### config.mk
export PLATFORM = sky130hd
export DESIGN_NAME = half_adder_pipe_flat
export DESIGN_NICKNAME = d
export VERILOG_FILES = /design/src/rtl/half_adder_pipe_if.sv /design/src/rtl/half_adder_pipe.sv /design/src/flat_wrapper.sv
export SDC_FILE = /design/constraint.sdc
export NUM_CORES = 1
export LEC_CHECK = 0
export CAP_MARGIN = 0
export CORE_UTILIZATION = 51
export DETAILED_ROUTE_END_ITERATION = 10
export PLACE_DENSITY_LB_ADDON = 0.12
export RECOVER_POWER = 100
export SLEW_MARGIN = 40
export SYNTH_ARGS = -nofsm -noshare
export SYNTH_HDL_FRONTEND = slang
export SYNTH_SLANG_ARGS = --single-unit
### constraint.sdc
create_clock -name clk -period 4.4 [get_ports clk]
set_input_delay 0.66 -clock clk [delete_from_list [all_inputs] [get_ports clk]]
set_output_delay 0.66 -clock clk [all_outputs]
set_load 0.005 [all_outputs]
### src/rtl/half_adder_pipe_if.sv
// Operand/result stream bundle for half_adder_pipe.
// The slave modport is the adder's view; master is the upstream/downstream side.
interface half_adder_pipe_if #(
    parameter int unsigned WIDTH = 1
);
    logic             in_valid;
    logic             in_ready;
    logic [WIDTH-1:0] a;
    logic [WIDTH-1:0] b;
    logic             out_valid;
    logic             out_ready;
    logic [WIDTH-1:0] sum;
    logic [WIDTH-1:0] carry;

    modport master (
        output in_valid, a, b, out_ready,
        input  in_ready, out_valid, sum, carry
    );

    modport slave (
        input  in_valid, a, b, out_ready,
        output in_ready, out_valid, sum, carry
    );
endinterface

### src/rtl/half_adder_pipe.sv
// Registered array of independent half adders with a one-entry skid buffer,
// sustaining one result per cycle on a valid/ready stream.
module half_adder_pipe #(
    parameter int unsigned WIDTH = 1,
    parameter int unsigned CNT_W = 16
) (
    input  logic               clk,
    input  logic               rst_n,
    half_adder_pipe_if.slave   bus,
    output logic [CNT_W-1:0]   op_count
);
    // Occupancy: nothing held, output register loaded, output and skid loaded.
    typedef enum logic [1:0] {
        S_EMPTY = 2'd0,
        S_OUT   = 2'd1,
        S_FULL  = 2'd2
    } state_t;

    state_t                 state_q, state_d;
    logic [2*WIDTH-1:0]     out_q, out_d;
    logic [2*WIDTH-1:0]     skid_q, skid_d;
    logic                   in_ready_q;
    logic                   accept;
    logic                   drain;
    logic [2*WIDTH-1:0]     result;

    // Packed as {carry, sum}
    assign result = {bus.a & bus.b, bus.a ^ bus.b};
    assign accept = bus.in_valid & in_ready_q;
    assign drain  = (state_q != S_EMPTY) & bus.out_ready;

    always_comb begin
        state_d = state_q;
        out_d   = out_q;
        skid_d  = skid_q;
        case (state_q)
            S_EMPTY: begin
                if (accept) begin
                    out_d   = result;
                    state_d = S_OUT;
                end
            end
            S_OUT: begin
                if (accept && drain) begin
                    out_d = result;
                end else if (accept) begin
                    skid_d  = result;
                    state_d = S_FULL;
                end else if (drain) begin
                    state_d = S_EMPTY;
                end
            end
            S_FULL: begin
                // in_ready is low here, so only the drain path can fire
                if (drain) begin
                    out_d   = skid_q;
                    state_d = S_OUT;
                end
            end
            default: state_d = S_EMPTY;
        endcase
    end

    always_ff @(posedge clk or negedge rst_n) begin
        if (!rst_n) begin
            state_q    <= S_EMPTY;
            out_q      <= '0;
            skid_q     <= '0;
            in_ready_q <= 1'b0;
            op_count   <= '0;
        end else begin
            state_q    <= state_d;
            out_q      <= out_d;
            skid_q     <= skid_d;
            in_ready_q <= (state_d != S_FULL);
            if (drain) begin
                op_count <= op_count + CNT_W'(1);
            end
        end
    end

    assign bus.in_ready  = in_ready_q;
    assign bus.out_valid = (state_q != S_EMPTY);
    assign bus.sum       = out_q[WIDTH-1:0];
    assign bus.carry     = out_q[2*WIDTH-1:WIDTH];
endmodule

### src/flat_wrapper.sv
// flat-port wrapper written by rule: the top's interface ports become plain ports
module half_adder_pipe_flat 
#(
    parameter int unsigned WIDTH = 1,
    parameter int unsigned CNT_W = 16
)
  (clk, rst_n, op_count, bus_in_valid, bus_a, bus_b, bus_out_ready, bus_in_ready, bus_out_valid, bus_sum, bus_carry);
  half_adder_pipe_if #(.WIDTH(WIDTH)) bus_i ();
  input  logic clk;
  input  logic rst_n;
  output logic [CNT_W-1:0] op_count;
  input wire logic [$bits(bus_i.in_valid)-1:0] bus_in_valid;
  input wire logic [$bits(bus_i.a)-1:0] bus_a;
  input wire logic [$bits(bus_i.b)-1:0] bus_b;
  input wire logic [$bits(bus_i.out_ready)-1:0] bus_out_ready;
  output wire logic [$bits(bus_i.in_ready)-1:0] bus_in_ready;
  output wire logic [$bits(bus_i.out_valid)-1:0] bus_out_valid;
  output wire logic [$bits(bus_i.sum)-1:0] bus_sum;
  output wire logic [$bits(bus_i.carry)-1:0] bus_carry;
  assign bus_i.in_valid = bus_in_valid;
  assign bus_i.a = bus_a;
  assign bus_i.b = bus_b;
  assign bus_i.out_ready = bus_out_ready;
  assign bus_in_ready = bus_i.in_ready;
  assign bus_out_valid = bus_i.out_valid;
  assign bus_sum = bus_i.sum;
  assign bus_carry = bus_i.carry;
  half_adder_pipe #(.WIDTH(WIDTH), .CNT_W(CNT_W)) u_core (.clk(clk), .rst_n(rst_n), .bus(bus_i), .op_count(op_count));
endmodule
* Yosys cells after proc, flatten, opt, wreduce, memory -nomap -nowiden
Index checks and enable logic that the tools add are counted.
** Operators by class
- Reduce and logical (&&, ||, !) cells :: 6
- Add/sub/neg operators :: 1
- Eq/ne operators :: 6
- Muxes and demuxes :: 10
- Bitwise gates (word level) :: 5
** Operator list (number)
- 16-bit by 1-bit adder with 16-bit output, second input constant :: 1
- 2-bit 2-to-1 mux :: 8
- 2-bit one-hot mux with 3 select lines :: 2
- 2-bit by 1-bit inequality test with 1-bit output, second input constant :: 3
- 4-bit AND reduction :: 1
- 1-bit AND :: 3
- 3-bit AND reduction :: 1
- 3-bit nonzero test :: 1
- 2-bit by 1-bit == test with 1-bit output, second input constant :: 1
- 2-bit == test, second input constant :: 1
- 2-bit zero test :: 1
- 2-bit inequality test, second input constant :: 1
- 2-bit nonzero test :: 1
- 1-bit logical AND :: 1
- 1-bit NOT :: 1
- 1-bit XOR :: 1
** Word-level totals
- Register bits after elaboration :: 23

* Logic depth before layout (Yosys ltp)
Gate-level depths: netlist (run 1).
- Depth in word-level cells :: 7
- Depth in mapped cells :: 5
- Depth with buffers taken out :: 5

* Worst setup path after synthesis (run 1)
OpenSTA, ideal clock, no wires.
- Path type :: input -> register
- Start :: in bus_out_ready
- End :: reg u_core.skid_q[0]
- Stages :: 3
- Path slack :: 2712 ps
- Setup time :: 125 ps
- Arrival time :: 1564 ps
- Cell sequence :: buf_2 nor4b_1 mux2_2
** On the way
- Longest elaborated chain between the ends :: 4
** RTL lines
- from (decl) :: line flat_wrapper.sv:15 : input wire logic [$bits(bus_i.out_ready)-1:0] bus_out_ready;
- 1-bit AND :: line half_adder_pipe.sv:30 : assign drain = (state_q != S_EMPTY) & bus.out_ready;
- 1-bit logical AND :: line half_adder_pipe.sv:44 : if (accept && drain) begin
- 1-bit NOT (no source line)
- 3-bit AND reduction (no source line)
- to (signal assigned) :: line half_adder_pipe.sv:74 : skid_q <= skid_d;
- to (decl) :: line half_adder_pipe.sv:21 : logic [2*WIDTH-1:0] skid_q, skid_d;
No other way between the ends.
A chain may end at the register's enable or synchronous reset.

* Final worst setup path (run 1)
- Start :: in bus_out_ready
- End :: reg u_core.op_count[15]
** On the way
- Longest elaborated chain between the ends :: 1
** RTL lines
- 1-bit AND :: line half_adder_pipe.sv:30
- to (signal assigned) :: line half_adder_pipe.sv:77 : op_count <= op_count + CNT_W'(1);
- to (decl) :: line half_adder_pipe.sv:10 : output logic [CNT_W-1:0] op_count
No other way between the ends.

==> impl_results.md, run 1 <==
- Initial antenna violation count: 0
- Via density: 5.23
- Initial Utilization: 0.544
- Synthesized instance count: 95
- CP startpoint: bus_out_ready
- Data required, critical path: 4610 ps
- Type of the worst setup path: primary input to register
- Grt peak-use layer: met2
- Top cell type's share of synthesized area: 0.534
- Synth area leader: dfrtp_1
- Layout cells sized above 1: 0.0574
- Worst vdd ir: about 0.00035 V
- Die height: 48.0 um
- CP cell instances: dlygate4sd3_1 -> o21ai_0 -> nor4_1 -> nand3_1 -> xnor2_1
- Clock Path Buffers: 2
- Antenna Cells: 0
- Ys async rst share: 1.00
- Max_cap viols: 0
- Hpwl dp: ~1300 um
- Worst Hold Depth: 1
- Post-Route WL: 1820 um
- Total die area: 2300 sq um
- P&R area growth vs syn: 24.5%
- Post-synth EDFFs: 0
- Clock-pin slew on the worst setup and hold paths: 120 ps
- Top-level port count: 26
- GRT met2 Usage: 0.273
- Post-DRT Antenna Nets: 0
- Cell Pwr Density: 433 nW/um^2
- P_leak: ~0.62 nW
- Fmax: 419 MHz
- Worst hold endpoint: u_core.op_count[15]
- Crit end category: register
- Critical path data arrival time: 2590 ps
- Crit-path slowest cell: dlygate4sd3_1
- First-pass GRT wire length: 2760 um
- Setup Fix Bufs, Post-CTS: 0
- Hold path startpoint: u_core.op_count[15]
- Crit start category: primary input
- Final-report max-slew violation count: 0
- Type of the worst min-delay path: register to register
- Fin crit share: 0.542
- YS warnings: 0
- Final Setup Violations: 0
- Pre-antenna DRT Iters: 4
- Clock sinks: 23
- RSZ-0062 raised after global routing: false
- Tot Pwr: 0.581 mW
- Unique masters post-synth: 29
- Overflow after GRT: 0
- Core area: approximately 2000 sq um
- Setup_tns: 0 ps
- Fin nets: 131
- First DRT Iteration DRCs: 16
- Critical path's largest stage delay: 730 ps
- Worst r2r src: u_core.state_q[1]
- Total CTS buffers: 3
- Post-synthesis sequential area ratio: 0.534
- Final Util: 0.677
- Setup WS pre-CTS: ~2100 ps
- Syn Area/Cell: 11.3 sq um
- Worst Path Buf+Inv: 1
- Post-cts gate resize count: 0
- Top delay family on crit path: simple AND/OR/NAND/NOR gates
- CTS tree: yes
- Reg-to-Reg End: u_core.op_count[15]
- Final Hold Viols: 0
- Root Driver: clkbuf_4
- Max FO, Critical Path: 11
- Total vias in the final route: 779
- DR WL/cell: 12.2 um
- Grt met3 use: 0.0264
- IO buf count: 25
- Clock Latency Late Sink: 310 ps
- Synth Register Bits: 23
- Reg-to-reg slack, setup: 2610 ps
- Die W: 48.0 um
- Post-synth top flop: dfrtp_1
- DRC: 0
- Gpl congestion: 0.751
- Hold buffers post-CTS: 0
- Post-Syn Area: roughly 1100 sq um
- Synth top area cells: dfrtp_1 (53%), xnor2_1 (8.9%), nand2_1 (3.8%)
- GRT Util Overall: 0.174
- Final min period: 2380 ps
- Syn_nets: 103
- FF-to-FF path depth: 4
- H-tree depth: 1
- Largest net degree at the start of global routing: 24
- Num rows: 16
- Worst setup margin: around 2000 ps
- Slew HR: 0.219
- Final Skew: 3.49 ps
- Run status: finished, final reports clean
- M1 GR Usage: 0.232
- Vias in the first global route: 691
- Worst-margin pin slew: between 1000 and 1500 ps
-- cells by family (layout without fill, tap and decap cells) --
group	count (synthesis)	count (layout)	share of synthesized area
AOI/OAI and AO/OA	10	10	0.0616
DFF	23	23	0.534
muxes	4	4	0.0395
adders and majority gates	2	2	0.0232
xor gates and xnor gates	15	15	0.122
and+or+nand+nor	38	38	0.207
buffers and inverters	3	30	0.0128
-- per-stage QoR --
step	hold slack (ps)	area (sq um)	cells
finish	472	1340	149
global route	523	1340	149
CTS	311	1370	149
detailed placement	467	1350	145
global placement	459	1350	145
floorplan	364	1080	95
-- final cells by class --
cell class	count	area, sq um
fillers	161	641
multi-input cells	69	457
clock buffers	3	22.5
flip-flops and latches	23	576
well taps	27	33.8
repair buffers	25	244
clock inverters	1	5.00
inverters	1	3.75
-- Yosys cell counts (2+ instances only) --
master	count
nand2_1	11
mux2i_1	2
ha_1	2
nor2_1	6
a21oi_1	4
dfrtp_1	23
buf_2	2
mux2_2	2
nand3_1	4
nor3_2	2
xor2_1	4
nand4_1	5
and3_1	2
xnor2_1	11
-- worst max path at each step --
stage          slack, ps             endpoint  cells after the start
2_1_floorplan       2710     u_core.skid_q[0]                      3
3_3_place_gp        2120  u_core.op_count[15]                      5
3_5_place_dp        2110  u_core.op_count[13]                      5
4_1_cts             2130        bus_out_valid                      2
5_1_grt             1800  u_core.op_count[15]                      5
6_report            2020  u_core.op_count[15]                      5
-- registers in the layout, indices dropped and copies added, names as in the netlist --
name,flops
u_core.state_q,2
u_core.out_q,2
u_core.bus.in_ready,1
u_core.op_count,16
u_core.skid_q,2
-- power by group --
| group | leakage (nW) | internal [mW] | switching (mW) |
|---|---|---|---|
| clock | 0.0177 | 0.0339 | 0.0626 |
| sequential | 0.292 | 0.260 | 0.0510 |
| combinational | 0.313 | 0.105 | 0.0693 |
| total | 0.623 | 0.398 | 0.183 |
-- metal layers --
| metal | vias to the layer above | routed length, um |
|---|---|---|
| li1 | 387 | - |
| met1 | 371 | 896 |
| met2 | 19 | 843 |
| met3 | 2 | 63 |
| met4 | 0 | 12 |
| met5 | - | 0 |
-- worst register-to-register path, stage by stage, from the launching register on --
cell and delay (ps):
dfrtp_1 530, o21ai_0 250, nor4_1 600, nand3_1 170, xnor2_1 150
-- cell usage in the layout, fill, tap and decap left out --
cell / netlist / final
a21o_1: 1 / 1
a21oi_1: 4 / 4
a31oi_1: 1 / 1
and2_0: 0 / 1
and3_1: 2 / 2
and3b_1: 1 / 1
clkbuf_1: 0 / 1
clkbuf_4: 0 / 3
clkdlybuf4s50_1: 0 / 2
clkinv_2: 0 / 1
dfrtp_1: 23 / 23
dlygate4sd3_1: 0 / 22
ha_1: 2 / 2
inv_1: 1 / 1
mux2_2: 2 / 2
mux2i_1: 2 / 2
nand2_1: 11 / 11
nand2b_1: 1 / 1
nand3_1: 4 / 4
nand4_1: 5 / 5
nand4b_1: 1 / 1
nor2_1: 6 / 6
nor3_1: 0 / 2
nor4_1: 0 / 1
nor4b_1: 1 / 1
o2111ai_1: 1 / 1
o21ai_0: 0 / 1
o221ai_1: 1 / 1
o22ai_1: 1 / 1
or2_0: 0 / 1
or2_2: 1 / 1
xnor2_1: 11 / 11
xor2_1: 4 / 4
Note: power is estimated with default switching activity, not from simulation.
==> run 2: changes to the inputs <==
CORE_UTILIZATION = 48   (was 51)
clock period = 2.4 ns   (was 4.4 ns; I/O delays follow)
==> impl_results.md, run 2 (synthesis results as in run 1) <==
- Run status: finished, final reports clean
- P&R area growth vs syn: 26.8%
- Hold buffers post-CTS: 0 (unchanged)
- Total die area: 2440 sq um (+6.0%)
- Die W: 49.4 um (+3.0%)
- Post-Route WL: 2040 um (+12%)
- Critical path's largest stage delay: 580 ps (-150 ps)
- Post-DRT Antenna Nets: 0 (unchanged)
- First-pass GRT wire length: 3590 um (+30%)
- Final Skew: 2.23 ps (-1.25 ps)
- Setup WS pre-CTS: 340 ps (-1770 ps)
- Num rows: 16 (unchanged)
- Total vias in the final route: 814 (+4.5%)
- Crit start category: register
- Fin nets: 132 (+0.76%)
- Crit end category: output port
- Post-route cell area: 1370 sq um (+1.9%)
- Vias in the first global route: 776 (+12%)
- Type of the worst min-delay path: register to register
- Initial Utilization: 0.528 (-0.0160)
- Final instance count without filler cells: 150 (+0.67%)
- Power share of the sequential group: 0.531 (-0.004)
- Clock Latency Late Sink: 310 ps (about the same)
- Gpl congestion: 0.718 (-4.4%)
- Switching share of total power: 0.325 (+0.00998)
- H-tree depth: 1 (unchanged)
- Critical path data arrival time: 1730 ps (-860 ps)
- Tot Pwr: 1.08 mW (+87%)
- Setup_tns: 0 ps (unchanged)
- Clock-pin slew on the worst setup and hold paths: 130 ps (about the same)
- P_leak: 0.639 nW (+2.5%)
- Antenna Cells: 0 (unchanged)
- Filler cell count: 180 (+12%)
- Type of the worst setup path: register to output port
- Cells after DPL: 146 (+0.69%)
- Commonest cells after routing, fill and taps aside: dlygate4sd3_1 (23), dfrtp_1 (23), nand2_1 (11), xnor2_1 (11), nor2_1 (6)
- Via density: 5.43 (+3.8%)
- Final Setup Violations: 0 (unchanged)
- Top-level port count: 26 (unchanged)
- Area after DPL: 1360 sq um (+0.93%)
- Fmax: 478 MHz
- Net switching power: 0.352 mW (+92%)
- Pre-antenna DRT Iters: 4 (unchanged)
- Worst-margin pin slew: 1240 ps (+68.5 ps)
- Post-cts gate resize count: 0 (unchanged)
- Cell Pwr Density: 793 nW/um^2 (+83%)
- Clock Path Buffers: 2 (unchanged)
- Clock sinks: 23 (unchanged)
- Total CTS buffers: 3 (unchanged)
- IO buf count: 25 (unchanged)
- Die height: 49.4 um (+3.0%)
- GRT Util Overall: 0.196 (+0.0218)
- Overflow after GRT: 0 (unchanged)
- Clock share of power: 0.167 (about the same)
- Slew HR: 0.173 (-0.0456)
- Final-report max-slew violation count: 0 (unchanged)
- Combinational share of power: 0.302 (+0.003)
- Largest reg by FF count: u_core.op_count
- Setup Fix Bufs, Post-CTS: 0 (unchanged)
- Largest net degree at the start of global routing: 24 (unchanged)
- CTS tree: yes
- Crit-path slowest cell: dlygate4sd3_1
- Max FFs per register: 16 (unchanged)
- CP cell instances: or2_2 -> dlygate4sd3_1
- DR WL/cell: 13.6 um (+12%)
- Max FO, Critical Path: 9 (-2)
- Worst vdd ir: 0.000514 V (+46%)
- RSZ-0062 raised after global routing: false
- Final hold slack: 497 ps (+25.0 ps)
- Hpwl dp: 1500 um (+14%)
- Final min period: about 2100 ps
- Internal power: 0.732 mW (+84%)
- First DRT Iteration DRCs: 11 (-5)
- Initial antenna violation count: 0 (unchanged)
- Data required, critical path: 2040 ps (-2570 ps)
- Root Driver: clkbuf_4
- Layout cells sized above 1: 0.0650 (+0.00766)
- Max_cap viols: 0 (unchanged)
- DRC: 0 (unchanged)
- Fin crit share: 0.872
- Final Hold Viols: 0 (unchanged)
- Final Util: 0.669 (-0.00765)
- Core area: 2040 sq um (+3.0%)
- Worst setup margin: 306 ps (-1710 ps)
-- run 2: cell count changes in the layout (fill, tap and decap cells not counted) --
cell / before / now
nor4_4: 0 / 1
dlygate4sd3_1: 22 / 23
nor4_1: 1 / 0
-- run 2: per-layer routing --
layer,up-vias,global-route usage,share of wire,wire (um)
met2,17,0.315,0.50,1020
li1,391,-,-,-
met1,404,0.258,0.46,945
met5,-,0,0,0
met4,0,0.0857,0.0064,13
met3,2,0.0374,0.029,60
-- run 2: final timing paths --
check                                     from             endpoint  slack (ps)  depth (start not counted)
max in group asynchronous                rst_n      u_core.out_q[0]         860                          2
hold reg to reg            u_core.op_count[13]  u_core.op_count[13]         500                          1
setup / recovery             u_core.state_q[0]        bus_out_valid         310                          2
hold / removal             u_core.op_count[13]  u_core.op_count[13]         500                          1
setup reg to reg             u_core.state_q[1]   u_core.op_count[9]         630                          4
min in group asynchronous                rst_n  u_core.op_count[12]         820                          2
-- run 2: power groups by stage --
stage	logic, mW	clock network, mW	registers (mW)
after floorplan	0.184	0	0.568
after global placement	0.359	0	0.583
after detailed placement	0.363	0	0.585
after CTS	0.364	0.186	0.580
after global routing	0.367	0.206	0.592
final	0.327	0.181	0.576
-- run 2: final cells by class --
| class | count | area, sq um | share of cell area |
|---|---|---|---|
| timing repair buffer | 26 | 254 | 0.186 |
| clock buffer | 3 | 22.5 | 0.0165 |
| tap | 27 | 33.8 | 0.0247 |
| sequential | 23 | 576 | 0.421 |
| clock inverter | 1 | 5.00 | 0.00366 |
| multi-input combinational | 69 | 472 | 0.345 |
| inverter | 1 | 3.75 | 0.00275 |
-- run 2: critical path: cells and delay by family (launching register included) --
| kind | cells | cell delay [ps] |
|---|---|---|
| buf+inv | 1 | 580 |
| flops | 1 | 490 |
| simple gates | 1 | 360 |
